===== config.mk =====
export PLATFORM = sky130hd
export DESIGN_NAME = systolic_tile_sequencer
export DESIGN_NICKNAME = d
export VERILOG_FILES = /design/src/rtl/tpu_seq_pkg.sv /design/src/rtl/seq_valid_delay.sv /design/src/rtl/systolic_tile_sequencer.sv
export SDC_FILE = /design/constraint.sdc
export NUM_CORES = 1
export LEC_CHECK = 0
export CAP_MARGIN = 10
export CORE_UTILIZATION = 45
export DETAILED_ROUTE_END_ITERATION = 16
export PLACE_DENSITY = 0.82
export REMOVE_ABC_BUFFERS = 1
export SLEW_MARGIN = 20
export SYNTH_ARGS = -nofsm -noshare
export SYNTH_HDL_FRONTEND = slang
export SYNTH_HIERARCHICAL = 1
export SYNTH_SLANG_ARGS = --single-unit

===== constraint.sdc =====
create_clock -name clk -period 7.1 [get_ports clk]
set_input_delay 1.42 -clock clk [delete_from_list [all_inputs] [get_ports clk]]
set_output_delay 1.42 -clock clk [all_outputs]
set_load 0.01 [all_outputs]

===== src/rtl/tpu_seq_pkg.sv =====
// rtl/tpu_seq_pkg.sv - shared state encoding and default sizing for the tile sequencer
package tpu_seq_pkg;

    localparam int SEQ_N_DEF        = 3;
    localparam int SEQ_PIPE_LAT_DEF = 4;

    typedef enum logic [2:0] {
        IDLE   = 3'd0,
        LOAD_W = 3'd1,
        STREAM = 3'd2,
        DRAIN  = 3'd3,
        DONE   = 3'd4
    } seq_state_t;

endpackage


===== src/rtl/seq_valid_delay.sv =====
// rtl/seq_valid_delay.sv - 1-bit valid delay line with flush, feeding the alignment stage
module seq_valid_delay #(
    parameter int DEPTH = 4
) (
    input  logic clk,
    input  logic rst_n,
    input  logic flush,
    input  logic valid_in,
    output logic valid_out,
    output logic empty
);

    logic [DEPTH-1:0] sr;

    always_ff @(posedge clk or negedge rst_n) begin
        if (!rst_n) begin
            sr <= '0;
        end else if (flush) begin
            sr <= '0;
        end else begin
            sr <= (sr << 1) | DEPTH'(valid_in);
        end
    end

    assign valid_out = sr[DEPTH-1];
    // High while the output stage holds the last pending valid, so the line is clear after this edge
    assign empty     = ~valid_in & ~|(sr << 1);

endmodule


===== src/rtl/systolic_tile_sequencer.sv =====
// rtl/systolic_tile_sequencer.sv - per-tile weight load / activation stream / drain sequencer (SEQ_PERF_CNT_EN adds busy-cycle counter)
module systolic_tile_sequencer
    import tpu_seq_pkg::*;
#(
    parameter int N         = SEQ_N_DEF,
    parameter int ADDR_W    = 8,
    parameter int ROW_CNT_W = 8,
    parameter int PIPE_LAT  = SEQ_PIPE_LAT_DEF
) (
    input  logic                   clk,
    input  logic                   rst_n,
    input  logic                   start,
    input  logic                   abort,
    input  logic [ROW_CNT_W-1:0]   num_rows,
    input  logic [ADDR_W-1:0]      wt_base,
    input  logic [ADDR_W-1:0]      act_base,
    output logic                   busy,
    output logic                   done,
    output logic                   wt_rd_en,
    output logic [ADDR_W-1:0]      wt_rd_addr,
    output logic                   wt_load_en,
    output logic [$clog2(N)-1:0]   wt_row_sel,
    output logic                   act_rd_en,
    output logic [ADDR_W-1:0]      act_rd_addr,
    output logic                   sa_act_valid,
    output logic                   acc_valid_out,
    output logic [31:0]            perf_cycles
);

    localparam int SEL_W = $clog2(N);

    seq_state_t             state;
    logic [ROW_CNT_W-1:0]   cnt;
    logic [ROW_CNT_W-1:0]   rows_q;
    logic [ADDR_W-1:0]      wt_base_q;
    logic [ADDR_W-1:0]      act_base_q;
    logic                   drain_empty;

    assign busy        = (state != IDLE);
    assign done        = (state == DONE);
    assign wt_rd_en    = (state == LOAD_W);
    assign act_rd_en   = (state == STREAM);
    assign wt_rd_addr  = wt_rd_en  ? wt_base_q  + ADDR_W'(cnt) : '0;
    assign act_rd_addr = act_rd_en ? act_base_q + ADDR_W'(cnt) : '0;

    always_ff @(posedge clk or negedge rst_n) begin
        if (!rst_n) begin
            state        <= IDLE;
            cnt          <= '0;
            rows_q       <= '0;
            wt_base_q    <= '0;
            act_base_q   <= '0;
            wt_load_en   <= 1'b0;
            wt_row_sel   <= '0;
            sa_act_valid <= 1'b0;
        end else begin
            wt_load_en   <= wt_rd_en & ~abort;
            wt_row_sel   <= (wt_rd_en & ~abort) ? SEL_W'(cnt) : '0;
            sa_act_valid <= act_rd_en & ~abort;
            if (abort) begin
                state <= IDLE;
                cnt   <= '0;
            end else begin
                case (state)
                    IDLE: begin
                        if (start) begin
                            rows_q     <= num_rows;
                            wt_base_q  <= wt_base;
                            act_base_q <= act_base;
                            cnt        <= '0;
                            state      <= LOAD_W;
                        end
                    end
                    LOAD_W: begin
                        if (cnt == ROW_CNT_W'(N - 1)) begin
                            cnt   <= '0;
                            state <= (rows_q == '0) ? DRAIN : STREAM;
                        end else begin
                            cnt <= cnt + ROW_CNT_W'(1);
                        end
                    end
                    STREAM: begin
                        if (cnt == rows_q - ROW_CNT_W'(1)) begin
                            cnt   <= '0;
                            state <= DRAIN;
                        end else begin
                            cnt <= cnt + ROW_CNT_W'(1);
                        end
                    end
                    DRAIN: begin
                        if (drain_empty) begin
                            state <= DONE;
                        end
                    end
                    DONE:    state <= IDLE;
                    default: state <= IDLE;
                endcase
            end
        end
    end

    seq_valid_delay #(
        .DEPTH (PIPE_LAT)
    ) u_valid_delay (
        .clk       (clk),
        .rst_n     (rst_n),
        .flush     (abort),
        .valid_in  (sa_act_valid),
        .valid_out (acc_valid_out),
        .empty     (drain_empty)
    );

`ifdef SEQ_PERF_CNT_EN
    logic [31:0] perf_q;

    always_ff @(posedge clk or negedge rst_n) begin
        if (!rst_n) begin
            perf_q <= '0;
        end else if (busy && (perf_q != '1)) begin
            perf_q <= perf_q + 32'd1;
        end
    end

    assign perf_cycles = perf_q;
`else
    assign perf_cycles = 32'd0;
`endif

endmodule

# Yosys cells after proc, flatten, opt, wreduce, memory -nomap -nowiden

Cells that the tools add are included.

Bits in writable memories: 0
Memories: 0
Output and inout port bits: 57
ROM bits: 0
Logic and storage cells: 54
Latch bits: 0
Register bits after elaboration: 43
Bits of input ports: 28

Mux-type cells: 16
Eq/ne operators: 10
Reductions and logical operators: 9
Bitwise gates (word level): 6
Add/subtract/negate cells: 4
Multipliers: 0
Shift-type cells: 0
Div/mod/pow operators: 0
Magnitude comparators: 0

Operators by type and width:

| cell                  | count |
|---|---|
| $mux W8               | 6 |
| $pmux W8 S3           | 1 |
| $add A8 B8 Y8         | 2 |
| $mux W3               | 5 |
| $pmux W3 S4           | 1 |
| $add A8 B1 Y8 const B | 1 |
| $eq A8 B2 Y1 const B  | 1 |
| $eq A8 B8 Y1          | 1 |
| $logic_not A8 Y1      | 1 |
| $sub A8 B1 Y8 const B | 1 |
| $eq A3 B2 Y1 const B  | 2 |
| $ne A3 B2 Y1 const B  | 2 |
| $ne A3 B3 Y1 const B  | 2 |
| $mux W4               | 1 |
| $or A4 B1 Y4          | 1 |
| $reduce_and A4 Y1     | 1 |
| $reduce_bool A4 Y1    | 1 |
| $and A1 B1 Y1         | 3 |
| $eq A3 B1 Y1 const B  | 1 |
| $eq A3 B3 Y1 const B  | 1 |
| $logic_not A3 Y1      | 1 |
| $reduce_and A3 Y1     | 1 |
| $reduce_bool A3 Y1    | 1 |
| $reduce_or A3 Y1      | 1 |
| 5 further kinds       | 6 |

# Logic depth before layout (Yosys ltp)

Gate-level depths: netlist (run 1).

Word-level depth: 6
Mapped depth: 9
Depth with buffers taken out: 8

# Modules after synthesis

The synthesis (run 1) kept the hierarchy.

By module, submodules not included:

| module                  | sequential area each (µm²) | cells an instance | instances | area an instance (µm²) |
|---|---|---|---|---|
| systolic_tile_sequencer | 975.9                      | 299               | 1         | 2990.4 |
| seq_valid_delay         | 100.1                      | 9                 | 1         | 137.6 |

# Worst setup path after synthesis (run 1)

No wires, ideal clock.

Kind: register -> output
From: reg cnt[1]
To: out act_rd_addr[7]
Stages on the path, launching flop included: 8
Setup slack: 3.590 ns
Arrival time: 2.090 ns
Cell sequence: dfrtp_1 > ha_1 > a21o_1 > a21oi_1 > o21bai_1 > a2111oi_0 > o31ai_1 > a21oi_1

Word-level cells in the longest chain between the ends: 2

RTL lines:

| item                   | line                          | source |
|---|---|---|
| start, declared        | systolic_tile_sequencer.sv:33 | `logic [ROW_CNT_W-1:0] cnt;` |
| start signal, assigned | systolic_tile_sequencer.sv:79 | `cnt <= cnt + ROW_CNT_W'(1);` |
| start signal, assigned | systolic_tile_sequencer.sv:87 | `cnt <= cnt + ROW_CNT_W'(1);` |
| $add A8 B8 Y8          | systolic_tile_sequencer.sv:44 | `assign act_rd_addr = act_rd_en ? act_base_q + ADDR_W'(cnt) : '0;` |
| $mux W8                | systolic_tile_sequencer.sv:44 |  |
| end, declared          | systolic_tile_sequencer.sv:24 | `output logic [ADDR_W-1:0] act_rd_addr,` |

No other way between the ends.

# Worst setup path after layout (run 1)

Ends and elaborated chain as after synthesis.

==> results.tsv, run 1 <==
stage	metric	value	unit
synthesis	yosys_register_bits	43	
synthesis	synth-compound-area-share	13.24	%
worst_hold_path	worstHoldPathType	reg2reg	
grt	use_met3	3.502	%
synthesis	ys.warnings.count	6	
layout	post-route-cell-area	3616	µm²
setup_path	worst_ep_arrival_time	3230	ps
layout	nets	400	
clocking	cts_tree	built	
synthesis	ys_seq_area_share	34.40	%
setup_path	path_class	reg2out	
synthesis	synthFlopType	dfrtp_1	
clocking	numCtsBuffers	5	
setup_path	critPathCapture	act_rd_addr[7]	
grt	m1_gr_usage	24.66	%
setup_path	critical_path.slowest_cell	dfrtp_1	
synthesis	post-synth-top-area-fraction	34.40	%
setup_path	required	5680	ps
power_and_ir_drop	peakVddDrop	0.1618	mV
setup_path	worst_path_max_stage_delay	610	ps
routing	vias	2319	
placement	dpl-instance-area	3528	µm²
power_and_ir_drop	report.power.total	1.176	mW
routing	detail_route.drc_violations	0	
placement	quantity_of_i_o_buffers_inserted_on_ports	52	
clocking	cts-htree-levels	2	
sta	hold_viol	0	
sta	slew_viol_final	0	
grt	overall_fraction_of_global_route_tracks_in_use	19.35	%
synthesis	postSynthCellCount	308	
setup_path	crit_path_frequent_cell	a21oi_1	
sta	finalClockSkew	5.853	ps
synthesis	post_synth.cell_area_avg	10.16	µm²
sta	period_share	65.51	%
layout	num_antenna_cells	0	
power_and_ir_drop	leakagePower	1.607	nW
routing	number_of_nets_still_failing_antenna_checks_after_routing	0	
synthesis	xor_xnor_portion_of_the_synthesized_cell_area	6.160	%
worst_hold_path	hold_wc_startpoint	wt_base_q[0]$_DFFE_PN0P_	
routing	detailed_route_wire_length	6477	µm
job	cap_violations	0	
layout	fillers	618	
floorplanning	core.rowCount	30	
grt	grt_start_max_net_pins	44	
setup_path	crit_path_end_kind	output pin	
grt	antenna_found_initial	0	
routing	routed_wire_length_per_instance	14.92	µm
synthesis	ys_types	62	
floorplanning	io_pins	85	
clocking	clock_insertion_delay_at_the_later_pin_of_the_skew_report	300	ps
layout	ff_latch_area	1076	µm²
routing	via_per_inst	5.343	
synthesis	synth_adder_area_share	8.080	%
layout	fraction_of_final_layout_cells_with_drive_strength_greater_than_1	8.475	%
grt	global_route.usage.met2	33.65	%
placement	post-dp-hpwl	4719	µm
routing	drt_first_iter_violations	113	
sta	max_slew_headroom	53.78	%
synthesis	syn-cell-area	3128	µm²
grt	busiest_layer	met2	
setup_path	crit_path_max_fanout	11	
setup_path	origin_of_the_critical_flop_to_flop_path	cnt[1]$_DFFE_PN0P_	
synthesis	count_of_flip_flops_with_a_built_in_enable_after_synthesis	0	
clocking	cts.hold.buffers_added	0	
sta	final.setup.tns	0	ps
synthesis	synth.cells.most_frequent	dfrtp_1, buf_4, mux2_1	
grt	global_route.overflow_total	0	
synthesis	muxShareOfSynthArea	9.920	%
routing	drtPass1Iterations	4	
run_status	outcome	complete, no violations	
grt	via_count_of_the_first_global_routing_pass	2277	
power_and_ir_drop	pwr_density_cell	325.1	nW/µm²
setup_path	cp-startpoint	cnt[1]$_DFFE_PN0P_	
synthesis	synthesized_area_fraction_occupied_by_and_or_nand_nor_cells	15.56	%
floorplanning	dieArea	7289	µm²
clocking	post_cts_resize_count	0	
clocking	max-clock-path-buffers	2	
clocking	clkSinkCount	43	
layout	area_of_the_multi_input_gates	1777	µm²
sta	rsz0062_at_grt	no	
floorplanning	die-height	85.38	µm
clocking	path_clk_slew	90	ps
setup_path	rr_endpoint	cnt[3]$_DFFE_PN0P_	
floorplanning	dieWidth	85.38	µm
floorplanning	core_region_area	6756	µm²
sta	setup_violations	0	
synthesis	synth_top_family_by_area	simple AND/OR/NAND/NOR gates	
sta	timing.final.crit_period	4651	ps
clocking	post-cts-setup-buffer-count	0	
grt	first_pass_grt_wire_length	10950	µm
sta	timing_worst_slew_pin_value	693.2	ps
layout	area_growth_syn_to_layout	15.60	%
setup_path	r2r_setup_slack	4550	ps
floorplanning	floorplan.initialDensity	46.30	%
setup_path	start_kind	register	
setup_path	cp_cell_sequence	ha_1 -> a21o_1 -> a21oi_1 -> o21bai_1 -> a2111oi_0 -> o31ai_1 -> a21oi_1 -> clkdlybuf4s50_1	
synthesis	ys_async_sr_fraction	100.0	%
placement	gpl.final_weighted_congestion	0.8154	
synthesis	yosysMostFrequentCell	dfrtp_1	
clocking	clockRootBuffer	clkbuf_8	
setup_path	cell_count_of_the_worst_reg_to_reg_path	7	
synthesis	synth_top_area_cell	dfrtp_1	
sta	max_freq	215.0	MHz
synthesis	netlist_top_cells_area	dfrtp_1, mux2_1, buf_4, ha_1, xor2_1	
==> metrics by stage <==
step	hold WS [ps]	setup WS [ps]	cells	utilization [%]
floorplan	468.4	3590	294	-
global placement	485.2	2980	426	52.22
detailed placement	490.8	2802	426	52.22
CTS	509.8	2421	434	53.48
global route	522.2	2102	434	53.52
finish	504.1	2449	434	53.52
==> routing by layer <==
layer	wire (µm)	part of all wire, %
met4	38	0.59
met2	3253	50
met1	2869	44
met5	0	0
met3	315	4.9
==> cell usage in the layout (no fill, tap or decap), types with 5 or more instances in the layout <==
cell type and instances:
conb_1 32, xnor2_1 10, clkbuf_8 5, dfrtp_1 43
nand2_1 13, xor2_1 12, mux2_1 24, inv_1 16
nand3_1 10, clkdlybuf4s50_1 51, ha_1 17, nor3_1 7
nor2_1 19, a21oi_1 12
==> registers in the layout, indices dropped and copies added (netlist names) <==
register / count
act_base_q: 8
cnt: 8
rows_q: 8
wt_base_q: 8
u_valid_delay/sr: 4
state: 3
wt_row_sel: 2
sa_act_valid: 1
wt_load_en: 1
==> worst min path at each step <==
stage,endpoint,slack (ps),depth (start not counted)
6_report,wt_base_q[0]$_DFFE_PN0P_,500,1
5_1_grt,wt_base_q[0]$_DFFE_PN0P_,520,1
4_1_cts,wt_base_q[0]$_DFFE_PN0P_,510,1
3_5_place_dp,wt_base_q[0]$_DFFE_PN0P_,490,1
3_3_place_gp,act_base_q[6]$_DFFE_PN0P_,490,1
2_1_floorplan,act_base_q[0]$_DFFE_PN0P_,470,1
==> cell families (layout without fill, tap and decap cells) <==
family / after synthesis / after routing
buffers and inverters: 61 / 76
and+or+nand+nor: 84 / 84
other: 1 / 32
DFF: 43 / 43
muxes: 27 / 27
xor gates and xnor gates: 22 / 22
AOI/OAI and AO/OA: 51 / 51
adders and majority gates: 19 / 19
==> area by class of cell <==
type | count | share of cell area, %
repair buffers | 52 | 14.33
flip-flops and latches | 43 | 29.76
clock inverters | 2 | 0.3460
inverters | 16 | 1.661
well taps | 80 | 2.768
clock buffers | 6 | 2.007
multi-input cells | 235 | 49.13
==> power by group <==
group,switching [mW],internal [mW],total (mW)
clock network,0.0897,0.0689,0.159
logic,0.287,0.298,0.585
registers,0.106,0.327,0.432
total,0.482,0.694,1.18
==> worst max-delay path: cells and delay by family (launching register included) <==
family | cells | cell delay, ps
compound gates | 6 | 1450
flops | 1 | 610
buf+inv | 1 | 570
fa+ha+maj | 1 | 300
(Power assumes the default switching activity.)
==> run 2: changes to the inputs <==
Clock period 7.1 ns to 4.8 ns, I/O delays scaled along.
==> results.tsv, run 2 (same netlist as run 1, synthesis figures left out) <==
stage	metric	value	unit	change
clocking	clkSinkCount	43		unchanged
placement	dpl-instance-area	3528	µm²	unchanged
layout	post-route-cell-area	3613	µm²	about the same
routing	via_per_inst	5.230		-2.1%
setup_path	path_class	reg2out		
clocking	clockRootBuffer	clkbuf_8		
clocking	post-cts-setup-buffer-count	0		unchanged
routing	detailed_route_wire_length	6364	µm	-1.7%
floorplanning	dieArea	7289	µm²	unchanged
sta	max_freq	235.8	MHz	
sta	timing_worst_slew_pin_value	984.8	ps	+291.5 ps
routing	drtPass1Iterations	4		unchanged
clocking	cts-htree-levels	2		unchanged
layout	area_growth_syn_to_layout	15.52	%	about the same
routing	routed_wire_length_per_instance	14.66	µm	-1.7%
setup_path	start_kind	register		
sta	final.setup.tns	0	ps	unchanged
floorplanning	core_region_area	6756	µm²	unchanged
floorplanning	io_pins	85		unchanged
layout	num_antenna_cells	0		unchanged
grt	first_pass_grt_wire_length	10850	µm	-0.95%
clocking	cts.hold.buffers_added	0		unchanged
sta	hold_viol	0		unchanged
power_and_ir_drop	peakVddDrop	0.2558	mV	+58%
placement	quantity_of_i_o_buffers_inserted_on_ports	52		unchanged
clocking	numCtsBuffers	5		unchanged
power_and_ir_drop	power.combinational.fraction	49.8	%	about the same
grt	overall_fraction_of_global_route_tracks_in_use	18.89	%	-0.47 points
placement	gpl.final_weighted_congestion	0.8153		about the same
layout	final_common_cell	clkdlybuf4s50_1		
floorplanning	die-height	85.38	µm	unchanged
sta	rsz0062_at_grt	no		
setup_path	cell_count_of_the_worst_reg_to_reg_path	7		unchanged
power_and_ir_drop	leakagePower	1.606	nW	about the same
clocking	max-clock-path-buffers	2		unchanged
power_and_ir_drop	switching_share	40.68	%	-0.31 points
setup_path	crit_path_max_fanout	11		unchanged
grt	via_count_of_the_first_global_routing_pass	2282		+0.22%
floorplanning	dieWidth	85.38	µm	unchanged
run_status	outcome	complete, no violations		
placement	post-dp-hpwl	4722	µm	about the same
sta	setup_violations	0		unchanged
layout	nets	400		unchanged
floorplanning	floorplan.initialDensity	46.30	%	unchanged
power_and_ir_drop	switchingPower	703.8	µW	+46%
sta	period_share	88.35	%	
routing	drt_first_iter_violations	128		+13%
clocking	post_cts_resize_count	0		unchanged
power_and_ir_drop	intPower	1.026	mW	+48%
floorplanning	core.rowCount	30		unchanged
grt	antenna_found_initial	0		unchanged
sta	slew_viol_final	0		unchanged
setup_path	required	3840	ps	-1840 ps
setup_path	worst_ep_arrival_time	3280	ps	+50 ps
layout	fraction_of_final_layout_cells_with_drive_strength_greater_than_1	8.475	%	unchanged
job	cap_violations	0		unchanged
grt	global_route.overflow_total	0		unchanged
routing	number_of_nets_still_failing_antenna_checks_after_routing	0		unchanged
layout	most-common-layout-cells	clkdlybuf4s50_1, dfrtp_1, conb_1		
clocking	cts_tree	built		
sta	max_slew_headroom	34.35	%	-19 points
clocking	path_clk_slew	80	ps	about the same
worst_hold_path	worstHoldPathType	reg2reg		
sta	timing.final.crit_period	4241	ps	
setup_path	origin_of_the_critical_flop_to_flop_path	cnt[1]$_DFFE_PN0P_		
setup_path	r2r_setup_slack	2300	ps	-2250 ps
setup_path	rr_endpoint	cnt[4]$_DFFE_PN0P_		
worst_hold_path	hold_wc_startpoint	act_base_q[5]$_DFFE_PN0P_		
worst_hold_path	hold-path-endpoint	act_base_q[5]$_DFFE_PN0P_		
setup_path	crit_path_end_kind	output pin		
grt	grt_start_max_net_pins	44		unchanged
sta	finalClockSkew	7.457	ps	+1.604 ps
worst_hold_path	worst_hold_path.num_cells	1		unchanged
routing	detail_route.drc_violations	0		unchanged
routing	vias	2270		-2.1%
power_and_ir_drop	seq_power_share	36.8	%	about the same
clocking	clock_insertion_delay_at_the_later_pin_of_the_skew_report	300	ps	about the same
power_and_ir_drop	pwr-share-clk	13.4	%	about the same
power_and_ir_drop	pwr_density_cell	478.7	nW/µm²	+47%
-- run 2: cell type report --
| cell class | count | area, µm² |
|---|---|---|
| multi-input cells | 235 | 1777 |
| well taps | 80 | 100.1 |
| fillers | 638 | 3143 |
| repair buffers | 52 | 515.5 |
| clock inverters | 2 | 12.51 |
| flip-flops and latches | 43 | 1076 |
| clock buffers | 6 | 72.57 |
| inverters | 16 | 60.06 |
-- run 2: how the worst max path moves through the flow --
stage / start / endpoint / cells after the start / slack, ps
finish: cnt[1]$_DFFE_PN0P_ / act_rd_addr[7] / 8 / 560
global route: cnt[1]$_DFFE_PN0P_ / act_rd_addr[7] / 8 / 290
CTS: cnt[1]$_DFFE_PN0P_ / act_rd_addr[7] / 8 / 560
detailed placement: cnt[1]$_DFFE_PN0P_ / act_rd_addr[7] / 8 / 960
global placement: cnt[1]$_DFFE_PN0P_ / act_rd_addr[7] / 8 / 1140
floorplan: cnt[1]$_DFFE_PN0P_ / act_rd_addr[7] / 7 / 1750
-- run 2: metal layers --
layer / vias up / global-route usage [%] / share of wire [%]
met5: - / 0 / 0
met4: 0 / 5.000 / 1.2
met1: 1081 / 23.26 / 44
met3: 9 / 3.891 / 5.8
met2: 73 / 33.65 / 49
li1: 1107 / - / -
-- run 2: through the flow --
step	total power, mW	std cells	hold WS, ps	setup slack [ps]	util, %
floorplan	1.207	294	468.4	1750	-
global placement	1.473	426	485.2	1141	52.22
detailed placement	1.506	426	492.8	962.5	52.22
CTS	1.744	434	511.7	559.3	53.48
global route	1.867	434	532.0	288.6	53.48
finish	1.730	434	504.7	559.3	53.48
-- run 2: power groups by stage --
stage | clock (mW) | sequential [mW] | combinational, mW
CTS | 0.239 | 0.639 | 0.866
floorplan | 0 | 0.606 | 0.602
finish | 0.232 | 0.637 | 0.861
detailed placement | 0 | 0.648 | 0.858
global placement | 0 | 0.638 | 0.835
global route | 0.251 | 0.663 | 0.953
-- run 2: critical path: stages (launching register included) --
cell	delay, ps
dfrtp_1	620
ha_1	300
a21o_1	170
a21oi_1	210
o21bai_1	120
a2111oi_0	630
o31ai_1	200
a21oi_1	170
clkdlybuf4s50_1	570
==> run 3: changes to the inputs <==
Settings changed: PLACE_DENSITY 0.82 to 0.84, SYNTH_HIERARCHICAL 1 to not set.
==> results.tsv, run 3 <==
stage	metric	value	unit	change
run_status	outcome	complete, no violations		
sta	slew_viol_final	0		unchanged
setup_path	worst_path_max_stage_delay	600	ps	-30 ps
power_and_ir_drop	leakagePower	1.586	nW	-1.2%
grt	via_count_of_the_first_global_routing_pass	2162		-5.3%
floorplanning	floorplan.initialDensity	47.61	%	+1.3 points
routing	drt_first_iter_violations	76		-41%
layout	fillers	541		-15%
layout	nets	387		-3.3%
worst_hold_path	worst_hold_path.num_cells	1		unchanged
layout	area_of_the_multi_input_gates	1614	µm²	-9.2%
grt	grt_start_max_net_pins	44		unchanged
placement	quantity_of_i_o_buffers_inserted_on_ports	52		unchanged
synthesis	post_synth.cell_area_avg	9.915	µm²	-2.4%
synthesis	synthFlopType	dfrtp_1		
power_and_ir_drop	pwr_density_cell	473.5	nW/µm²	-1.1%
sta	final.setup.tns	0	ps	unchanged
synthesis	count_of_flip_flops_with_a_built_in_enable_after_synthesis	0		unchanged
sta	rsz0062_at_grt	no		
placement	post-dp-hpwl	4186	µm	-11%
layout	fraction_of_final_layout_cells_with_drive_strength_greater_than_1	11.44	%	+3.0 points
routing	via_per_inst	5.159		-1.4%
setup_path	r2r_setup_slack	2140	ps	-160 ps
floorplanning	core.rowCount	28		-6.7%
worst_hold_path	worstHoldPathType	reg2reg		
routing	vias	2146		-5.5%
clocking	clkSinkCount	43		unchanged
floorplanning	die-height	82.08	µm	-3.9%
clocking	post_cts_resize_count	0		unchanged
clocking	post-cts-setup-buffer-count	0		unchanged
routing	drtPass1Iterations	4		unchanged
setup_path	required	3840	ps	about the same
placement	cell_count_after_placement	408		-4.2%
synthesis	ys_types	48		-23%
setup_path	rr_endpoint	cnt[5]$_DFFE_PN0P_		
sta	timing.final.crit_period	3872	ps	-368.3 ps
synthesis	netlist_top_cells_area	dfrtp_1, mux2_2, buf_4, ha_1, nor2_1		
synthesis	ys_async_sr_fraction	100.0	%	unchanged
clocking	cts-htree-levels	2		unchanged
worst_hold_path	hold_wc_startpoint	u_valid_delay.sr[2]$_DFF_PN0_		
layout	final_util	56.54	%	+3.1 points
layout	finish.cell_count_without_fillers	416		-4.1%
sta	max_slew_headroom	52.41	%	+18 points
clocking	max-clock-path-buffers	2		unchanged
setup_path	crit_path_end_kind	output pin		
layout	num_antenna_cells	0		unchanged
sta	setup_violations	0		unchanged
layout	area_growth_syn_to_layout	18.78	%	
synthesis	ys.warnings.count	0		-6
floorplanning	dieArea	6736	µm²	-7.6%
clocking	path_clk_slew	100	ps	+20 ps
power_and_ir_drop	report.power.total	1.623	mW	-6.2%
floorplanning	core_region_area	6061	µm²	-10%
synthesis	synth.cells.most_frequent	dfrtp_1, buf_4, nor2_1		
setup_path	start_kind	register		
clocking	numCtsBuffers	5		unchanged
worst_hold_path	hold-path-endpoint	u_valid_delay.sr[3]$_DFF_PN0_		
sta	hold_viol	0		unchanged
sta	max_freq	258.2	MHz	+9.5%
routing	number_of_nets_still_failing_antenna_checks_after_routing	0		unchanged
clocking	clockRootBuffer	clkbuf_8		
sta	finalClockSkew	14.23	ps	+6.778 ps
synthesis	postSynthCellCount	291		-5.5%
setup_path	origin_of_the_critical_flop_to_flop_path	cnt[1]$_DFFE_PN0P_		
routing	detailed_route_wire_length	5548	µm	-13%
grt	global_route.overflow_total	0		unchanged
setup_path	worst_ep_arrival_time	2910	ps	-370 ps
clocking	cts.hold.buffers_added	0		unchanged
sta	timing_worst_slew_pin_value	711.4	ps	-273.4 ps
setup_path	path_class	reg2out		
clocking	clock_insertion_delay_at_the_later_pin_of_the_skew_report	310	ps	about the same
grt	first_pass_grt_wire_length	9432	µm	-13%
floorplanning	dieWidth	82.08	µm	-3.9%
grt	antenna_found_initial	0		unchanged
power_and_ir_drop	peakVddDrop	0.3017	mV	+18%
grt	overall_fraction_of_global_route_tracks_in_use	18.11	%	-0.77 points
sta	period_share	80.67	%	-7.7 points
synthesis	yosys_register_bits	43		unchanged
synthesis	syn-cell-area	2885	µm²	-7.8%
layout	most-common-layout-cells	clkdlybuf4s50_1, dfrtp_1, conb_1		
setup_path	critical_path.slowest_cell	dfrtp_1		
synthesis	yosysMostFrequentCell	dfrtp_1		
routing	routed_wire_length_per_instance	13.34	µm	-9.1%
floorplanning	io_pins	85		unchanged
synthesis	ys_seq_area_share	37.29	%	+2.9 points
layout	final_common_cell	clkdlybuf4s50_1		
routing	detail_route.drc_violations	0		unchanged
setup_path	cp_cell_sequence	ha_1 -> a21o_1 -> a21oi_1 -> nor2b_1 -> o21a_1 -> o41a_1 -> xnor2_1 -> nor2_1 -> clkdlybuf4s50_1		
layout	ff_latch_area	1076	µm²	unchanged
synthesis	post-synth-top-area-fraction	37.29	%	+2.9 points
job	cap_violations	0		unchanged
setup_path	crit_path_max_fanout	10		-1
placement	gpl.final_weighted_congestion	0.7685		-5.7%
synthesis	synth_top_area_cell	dfrtp_1		
setup_path	cell_count_of_the_worst_reg_to_reg_path	8		+1
clocking	cts_tree	built		
## run 3: cell families (layout without fill, tap and decap cells)
logic type | count (synthesis) | after routing | share of synthesized area, %
adders and majority gates | 19 | 19 | 8.760
and+or+nand+nor | 93 | 93 | 16.44
muxes | 24 | 24 | 9.367
other | 1 | 32 | 0.1300
DFF | 43 | 43 | 37.29
xor gates and xnor gates | 21 | 21 | 6.374
AOI/OAI and AO/OA | 42 | 42 | 10.84
buffers and inverters | 48 | 67 | 10.80
## run 3: report_power, final
part | internal (mW) | switching [mW]
clock network | 0.107 | 0.139
logic | 0.406 | 0.363
registers | 0.483 | 0.125
## run 3: worst max-delay path: cells and delay by family (launching register included)
kind                     cells  cell delay (ps)
adder cells (fa/ha/maj)      1              300
flip-flops                   1              600
AND/OR/NAND/NOR              2              200
XOR/XNOR                     1              130
buffers and inverters        1              550
AO/OA/AOI/OAI                4              830
## run 3: metrics by stage
stage	cell area, µm²	setup slack, ps	hold slack (ps)
after floorplan	2713	1859	454.7
after global placement	3329	1286	468.6
after detailed placement	3329	1254	485.7
after CTS	3425	894.7	508.3
after global routing	3427	723.3	531.5
final	3427	927.6	504.7
## run 3: routing by layer
metal  wire [µm]  vias up  track usage [%]
met2        2814       62            31.57
li1            -     1047                -
met1        2410     1032            22.48
met5           0        -                0
met3         279        5            3.778
met4          44        0            4.912
## run 3: area by class of cell
| class | instances | share of cell area, % |
|---|---|---|
| clock inverter | 3 | 0.7667 |
| clock buffer | 5 | 2.008 |
| tap | 75 | 2.738 |
| multi-input combinational | 231 | 47.10 |
| sequential | 43 | 31.40 |
| timing repair buffer | 53 | 15.33 |
| inverter | 6 | 0.6572 |
## run 3: worst max path at each step
| stage | to | slack (ps) | cells past startpoint | startpoint |
|---|---|---|---|---|
| floorplan | act_rd_addr[6] | 1860 | 8 | cnt[0]$_DFFE_PN0P_ |
| global placement | wt_rd_addr[6] | 1290 | 9 | cnt[0]$_DFFE_PN0P_ |
| detailed placement | act_rd_addr[6] | 1250 | 9 | cnt[0]$_DFFE_PN0P_ |
| CTS | act_rd_addr[6] | 890 | 9 | cnt[0]$_DFFE_PN0P_ |
| global route | act_rd_addr[7] | 720 | 9 | cnt[1]$_DFFE_PN0P_ |
| finish | wt_rd_addr[7] | 930 | 9 | cnt[1]$_DFFE_PN0P_ |
